## src/rtl/modexp_arb_pkg.sv

```systemverilog
// Shared state encoding and sizing helper for the shared modexp engine scheduler.
package modexp_arb_pkg;

  typedef enum logic [1:0] {
    ST_IDLE   = 2'd0,
    ST_LAUNCH = 2'd1,
    ST_WAIT   = 2'd2,
    ST_RESP   = 2'd3
  } state_e;

  // Requester-ID width; never narrower than one bit.
  function automatic int unsigned id_width(input int unsigned n);
    return (n < 2) ? 1 : $clog2(n);
  endfunction

endpackage

```

## src/rtl/rr_arbiter.sv

```systemverilog
// Combinational round-robin picker: lowest-index requester at or after ptr wins.
// Returns a one-hot grant plus its binary index; reusable by any shared-engine scheduler.
module rr_arbiter
  import modexp_arb_pkg::*;
#(
  parameter int unsigned NREQ = 4,
  parameter int unsigned IDW  = id_width(NREQ)
) (
  input  logic [NREQ-1:0] req,
  input  logic [IDW-1:0]  ptr,
  output logic [NREQ-1:0] grant,
  output logic [IDW-1:0]  grant_id
);

  localparam int unsigned SW = IDW + 1;

  logic [NREQ-1:0] req_rot;
  logic [SW-1:0]   slot;
  logic            found;

  // Rotate so ptr sits at bit 0, take the first set bit, then map back.
  always_comb begin
    req_rot  = NREQ'({req, req} >> ptr);
    grant    = '0;
    grant_id = '0;
    found    = 1'b0;
    slot     = '0;
    for (int unsigned i = 0; i < NREQ; i++) begin
      if (!found && req_rot[i]) begin
        found = 1'b1;
        slot  = SW'(ptr) + SW'(i);
        if (slot >= SW'(NREQ)) begin
          slot = slot - SW'(NREQ);
        end
        grant_id = IDW'(slot);
      end
    end
    if (found) begin
      grant = NREQ'(1) << grant_id;
    end
  end

endmodule

```

## src/rtl/modexp_arbiter.sv

```systemverilog
// Round-robin scheduler sharing one mont_modexp engine between NREQ requesters.
// Optional watchdog in WAIT enabled by defining MODEXP_ARB_TIMEOUT_EN.
module modexp_arbiter
  import modexp_arb_pkg::*;
#(
  parameter  int unsigned WIDTH          = 32,
  parameter  int unsigned NREQ           = 4,
  parameter  int unsigned TIMEOUT_CYCLES = 16384,
  localparam int unsigned IDW            = id_width(NREQ)
) (
  input  logic                  clk,
  input  logic                  rst,
  input  logic [NREQ-1:0]       req_valid,
  output logic [NREQ-1:0]       req_ready,
  input  logic [NREQ*WIDTH-1:0] req_base,
  input  logic [NREQ*WIDTH-1:0] req_exp,
  output logic                  resp_valid,
  input  logic                  resp_ready,
  output logic [IDW-1:0]        resp_id,
  output logic [WIDTH-1:0]      resp_result,
  output logic                  resp_err,
  output logic                  busy,
  output logic                  eng_start,
  output logic [WIDTH-1:0]      eng_base,
  output logic [WIDTH-1:0]      eng_exp,
  input  logic                  eng_done,
  input  logic [WIDTH-1:0]      eng_result
);

  state_e           state_q, state_d;
  logic [IDW-1:0]   ptr_q, ptr_d;
  logic [IDW-1:0]   id_q, id_d;
  logic [WIDTH-1:0] base_q, base_d;
  logic [WIDTH-1:0] exp_q, exp_d;
  logic [WIDTH-1:0] result_q, result_d;
  logic             err_q, err_d;
  logic             wait_first_q, wait_first_d;
  logic             start_q, start_d;
  logic             valid_q, valid_d;
  logic             busy_q, busy_d;

  logic [NREQ-1:0]  grant;
  logic [IDW-1:0]   grant_id;
  logic             timeout_hit;

  rr_arbiter #(
    .NREQ (NREQ),
    .IDW  (IDW)
  ) u_rr (
    .req      (req_valid),
    .ptr      (ptr_q),
    .grant    (grant),
    .grant_id (grant_id)
  );

`ifdef MODEXP_ARB_TIMEOUT_EN
  localparam int unsigned CNTW = $clog2(TIMEOUT_CYCLES + 1);

  logic [CNTW-1:0] cnt_q, cnt_d;

  // Counts WAIT cycles, including the ignored first one.
  always_comb begin
    cnt_d = '0;
    if (state_q == ST_WAIT) begin
      cnt_d = cnt_q + CNTW'(1);
    end
  end

  assign timeout_hit = (state_q == ST_WAIT) && (cnt_q == CNTW'(TIMEOUT_CYCLES - 1));

  always_ff @(posedge clk) begin
    if (rst) begin
      cnt_q <= '0;
    end else begin
      cnt_q <= cnt_d;
    end
  end
`else
  localparam int unsigned unused_timeout_cycles = TIMEOUT_CYCLES;

  assign timeout_hit = 1'b0;
`endif

  // Next-state, operand capture and grant generation.
  always_comb begin
    state_d      = state_q;
    ptr_d        = ptr_q;
    id_d         = id_q;
    base_d       = base_q;
    exp_d        = exp_q;
    result_d     = result_q;
    err_d        = err_q;
    wait_first_d = 1'b0;
    start_d      = 1'b0;
    req_ready    = '0;

    case (state_q)
      ST_IDLE: begin
        if (!rst && (|req_valid)) begin
          req_ready = grant;
          id_d      = grant_id;
          for (int unsigned i = 0; i < NREQ; i++) begin
            if (grant[i]) begin
              base_d = req_base[i*WIDTH +: WIDTH];
              exp_d  = req_exp[i*WIDTH +: WIDTH];
            end
          end
          start_d = 1'b1;
          state_d = ST_LAUNCH;
        end
      end
      ST_LAUNCH: begin
        wait_first_d = 1'b1;
        state_d      = ST_WAIT;
      end
      ST_WAIT: begin
        // A done seen in the first WAIT cycle may belong to the previous job.
        if (eng_done && !wait_first_q) begin
          result_d = eng_result;
          err_d    = 1'b0;
          state_d  = ST_RESP;
        end else if (timeout_hit) begin
          result_d = '0;
          err_d    = 1'b1;
          state_d  = ST_RESP;
        end
      end
      ST_RESP: begin
        if (resp_ready) begin
          ptr_d   = (id_q == IDW'(NREQ - 1)) ? '0 : id_q + IDW'(1);
          state_d = ST_IDLE;
        end
      end
      default: begin
        state_d = ST_IDLE;
      end
    endcase

    valid_d = (state_d == ST_RESP);
    busy_d  = (state_d != ST_IDLE);
  end

  always_ff @(posedge clk) begin
    if (rst) begin
      state_q      <= ST_IDLE;
      ptr_q        <= '0;
      id_q         <= '0;
      base_q       <= '0;
      exp_q        <= '0;
      result_q     <= '0;
      err_q        <= 1'b0;
      wait_first_q <= 1'b0;
      start_q      <= 1'b0;
      valid_q      <= 1'b0;
      busy_q       <= 1'b0;
    end else begin
      state_q      <= state_d;
      ptr_q        <= ptr_d;
      id_q         <= id_d;
      base_q       <= base_d;
      exp_q        <= exp_d;
      result_q     <= result_d;
      err_q        <= err_d;
      wait_first_q <= wait_first_d;
      start_q      <= start_d;
      valid_q      <= valid_d;
      busy_q       <= busy_d;
    end
  end

  assign resp_valid  = valid_q;
  assign resp_id     = id_q;
  assign resp_result = result_q;
  assign resp_err    = err_q;
  assign busy        = busy_q;
  assign eng_start   = start_q;
  assign eng_base    = base_q;
  assign eng_exp     = exp_q;

endmodule

```

## config.mk

```make
export PLATFORM = sky130hd
export DESIGN_NAME = modexp_arbiter
export DESIGN_NICKNAME = d
export VERILOG_FILES = /design/src/rtl/modexp_arb_pkg.sv /design/src/rtl/rr_arbiter.sv /design/src/rtl/modexp_arbiter.sv
export SDC_FILE = /design/constraint.sdc
export NUM_CORES = 1
export LEC_CHECK = 0
export CAP_MARGIN = 20
export CELL_PAD_IN_SITES_DETAIL_PLACEMENT = 1
export CELL_PAD_IN_SITES_GLOBAL_PLACEMENT = 1
export CORE_UTILIZATION = 25
export DETAILED_ROUTE_END_ITERATION = 8
export GPL_ROUTABILITY_DRIVEN = 0
export PLACE_DENSITY = 0.91
export SYNTH_ARGS = -nofsm -noshare
export SYNTH_HDL_FRONTEND = slang
export SYNTH_SLANG_ARGS = --single-unit
```

## constraint.sdc

```tcl
create_clock -name clk -period 2.5 [get_ports clk]
set_clock_uncertainty 0.05 [all_clocks]
set_input_delay 0.375 -clock clk [delete_from_list [all_inputs] [get_ports clk]]
set_output_delay 0.375 -clock clk [all_outputs]
set_load 0.03 [all_outputs]
```

==> results.toml <==
[status]
status = "completed"

[timing]
slew_violations = 0
setup_viol = 0
hold_viol = 0
min_period_ns = 2.41
rsz0062_at_grt = "no"
worst_pin_slew_ns = 0.786
fin_crit_sh_pct = 96.3
max_freq_mhz = 415
slew-limit-headroom_pct = 47.6
setup_slack_ns = 0.0925

[synthesis]
synth-compound-area-share_pct = 34.7
yosys_warnings = 0
yosys.area_share.simple_pct = 10.4
syn_nets = 1018
yosysTopAreaCell = "dfxtp_1"
synth-xor-area-share_pct = 0
yosys-mux-area-fraction_pct = 12.5
synth_seq_area_share_pct = 35.4
synth_most_common_cell = "dfxtp_1"
yosysTopAreaCellShare_pct = 35.4
synth_area_leaders = "dfxtp_1, mux2_1, a21oi_1"
synth_common_cells = "dfxtp_1, a21oi_1, nor2_1"
synth_top_family_by_area = "compound AO/OA/AOI/OAI gates"
synth_top_flop_cell = "dfxtp_1"
synth.cell_area_um2 = 6000
async_flop_share_pct = 0
synth-adder-area-share_pct = 0.209
ys_seq_elements = 106
synthCells = 721
synthDistinctLibCells = 40
synth.avg_cell_area_um2 = 8.32
synth_edf_count = 0

[worst_setup_path]
slowest_stage = "clkdlybuf4s50_1"
max_stage_delay_ns = 0.51
worstSetupPathType = "in -> out"
cp_cell_sequence = "clkdlybuf4s50_1 -> buf_4 -> a21oi_1 -> o221ai_4 -> nor2_1 -> buf_12"
worstPathArrival_ns = 1.98
r2r_slack_ns = 0.44
r2r_cells = 6
crit_fanout = 5
reg2reg_from = "ptr_q[0]$_SDFFE_PP0P_"
cp.buffers_inverters = 3
r2r-end = "eng_base[0]$_SDFFE_PP0P_"
worstSetupStartpoint = "req_valid[2]"
end_kind = "output port"
crit_family = "buffers and inverters"
required_ns = 2.08
start_kind = "primary input"

[place]
hpwl_mm = 21.6
place_worst_setup_slack_ns = -0.209
placed_cell_area_um2 = 10500
io_buffers = 400

[min_path]
hold_path.class = "in -> reg"
holdPathEnd = "wait_first_q$_SDFF_PP0_"
min-delay-start = "rst"
holdPathStages = 3

[die]
ioPinCount = 402
die_h_um = 157
dieArea_um2 = 24600
start_util_pct = 25.6
core_area_um2 = 23500
dieWidth_um = 157
rows = 56

[clock_tree]
cts-root-buf = "clkbuf_16"
clockBufferDepth = 2
cts_buffers = 9
post_cts_buffers = 0
clock-sinks = 106
ctsHoldBuffers = 0
clkTransAtPathRegs_ns = 0.07
insertion_delay_ns = 0.35
cts_tree = "done"
cts_htree_levels = 3

[global_routing]
grt_util_all_layers_pct = 22.3
grt-ovfl-total = 0
antenna_found_initial = 1
first_global_vias = 7482
grt_first_pass_wirelength_mm = 41.9
grt_max_degree = 65

[cells_and_area]
fin_util_pct = 46.1
multi_input_area_um2 = 3530
area.sequential_um2 = 2120
fin_nets = 1387
layout-area-overhead-vs-synth_pct = 80.5
fillers = 2676
drive_above_1_share_pct = 7.12
fin_area_um2 = 10800

[route]
drt-pass1-iter-count = 4
viasPerCell = 5.09
wirelength_mm = 28.5
drtAntennaViolNets = 0
drt_iter0_drc = 330
wire_per_inst_um = 20.1
vias = 7196
drc_errors = 0

[power_and_ir_drop]
peakVddDrop_uv = 264
power_leakage_nw = 4.03
powerDensity_nw_per_um2 = 512

[run]
maxCapViolCount = 0
==> sequential cells by signal (all words and copies together), names as in the netlist <==
register,cells
resp_id,2
resp_valid,1
eng_start,1
state_q,2
resp_result,32
busy,1
wait_first_q,1
ptr_q,2
eng_base,32
eng_exp,32
==> repair_timing <==
action | in CTS | in global routing
setup endpoints to repair | 2 | 4
pin swaps | 0 | 0
gates resized for setup | 1 | 3
==> layout by cell type (no fill, tap or decap), drive strengths merged, types with 3 or more instances in the layout <==
cell           instances
nand3b                 3
nand2                 66
mux2                  64
buf                   43
o221ai                 3
inv                    7
mux2i                  3
a21oi                103
nor2                  74
o211ai                64
clkdlybuf4s50        393
o21bai                64
clkbuf                 9
o21ai                  3
dfxtp                106
clkinv                 4
a211oi                64
==> worst min-delay path: cells and delay by family <==
kind | cells | cell delay, ns
buffers and inverters | 1 | 0.10
AND/OR/NAND/NOR | 2 | 0.21
==> cell type report <==
class                      count  area share [%]
multi-input combinational    531            32.6
timing repair buffer         438            41.1
sequential                   106            19.6
tap                          319            3.69
clock inverter                 7           0.774
antenna                        1          0.0231
inverter                       4           0.139
clock buffer                   9            2.08
==> through the flow <==
| step | TNS (ns) | instances | hold slack [ns] | total power, mW |
|---|---|---|---|---|
| 6_report | 0 | 1415 | 0.327 | 5.55 |
| 5_1_grt | 0 | 1415 | 0.339 | 5.81 |
| 4_1_cts | 0 | 1414 | 0.318 | 5.62 |
| 3_5_place_dp | -10.46 | 1398 | 0.399 | 4.10 |
| 3_3_place_gp | -4.32 | 1398 | 0.391 | 4.04 |
| 2_1_floorplan | 0 | 721 | 0.456 | 2.99 |
==> worst max-delay path by stage <==
stage | endpoint | slack [ns] | cells after the start
after global placement | eng_base[29]$_SDFFE_PP0P_ | -0.13 | 7
final | req_ready[3] | 0.09 | 6
after CTS | req_ready[2] | 0.02 | 6
after detailed placement | eng_base[18]$_SDFFE_PP0P_ | -0.21 | 7
after global routing | req_ready[1] | 0.03 | 8
after floorplan | req_ready[1] | 0.31 | 8
==> logic make-up (layout without fill, tap and decap cells) <==
| logic type | after synthesis | count (layout) |
|---|---|---|
| buf+inv | 84 | 458 |
| other cells | 1 | 2 |
| fa+ha+maj | 1 | 1 |
| compound gates | 308 | 308 |
| simple gates | 154 | 154 |
| flops | 106 | 106 |
| mux | 67 | 67 |
==> power by group <==
part | switching, mW | internal, mW
logic | 1.04 | 1.06
registers | 0.103 | 1.86
clock network | 0.773 | 0.717
==> per-layer routing <==
metal  wire [µm]  vias up  track usage (%)
li1            -     3361                -
met3        1810       50             5.20
met2       14600      287             41.0
met4         873        0             8.59
met5           0        -                0
met1       11300     3498             24.7
Power figures use the tool's default switching activity.
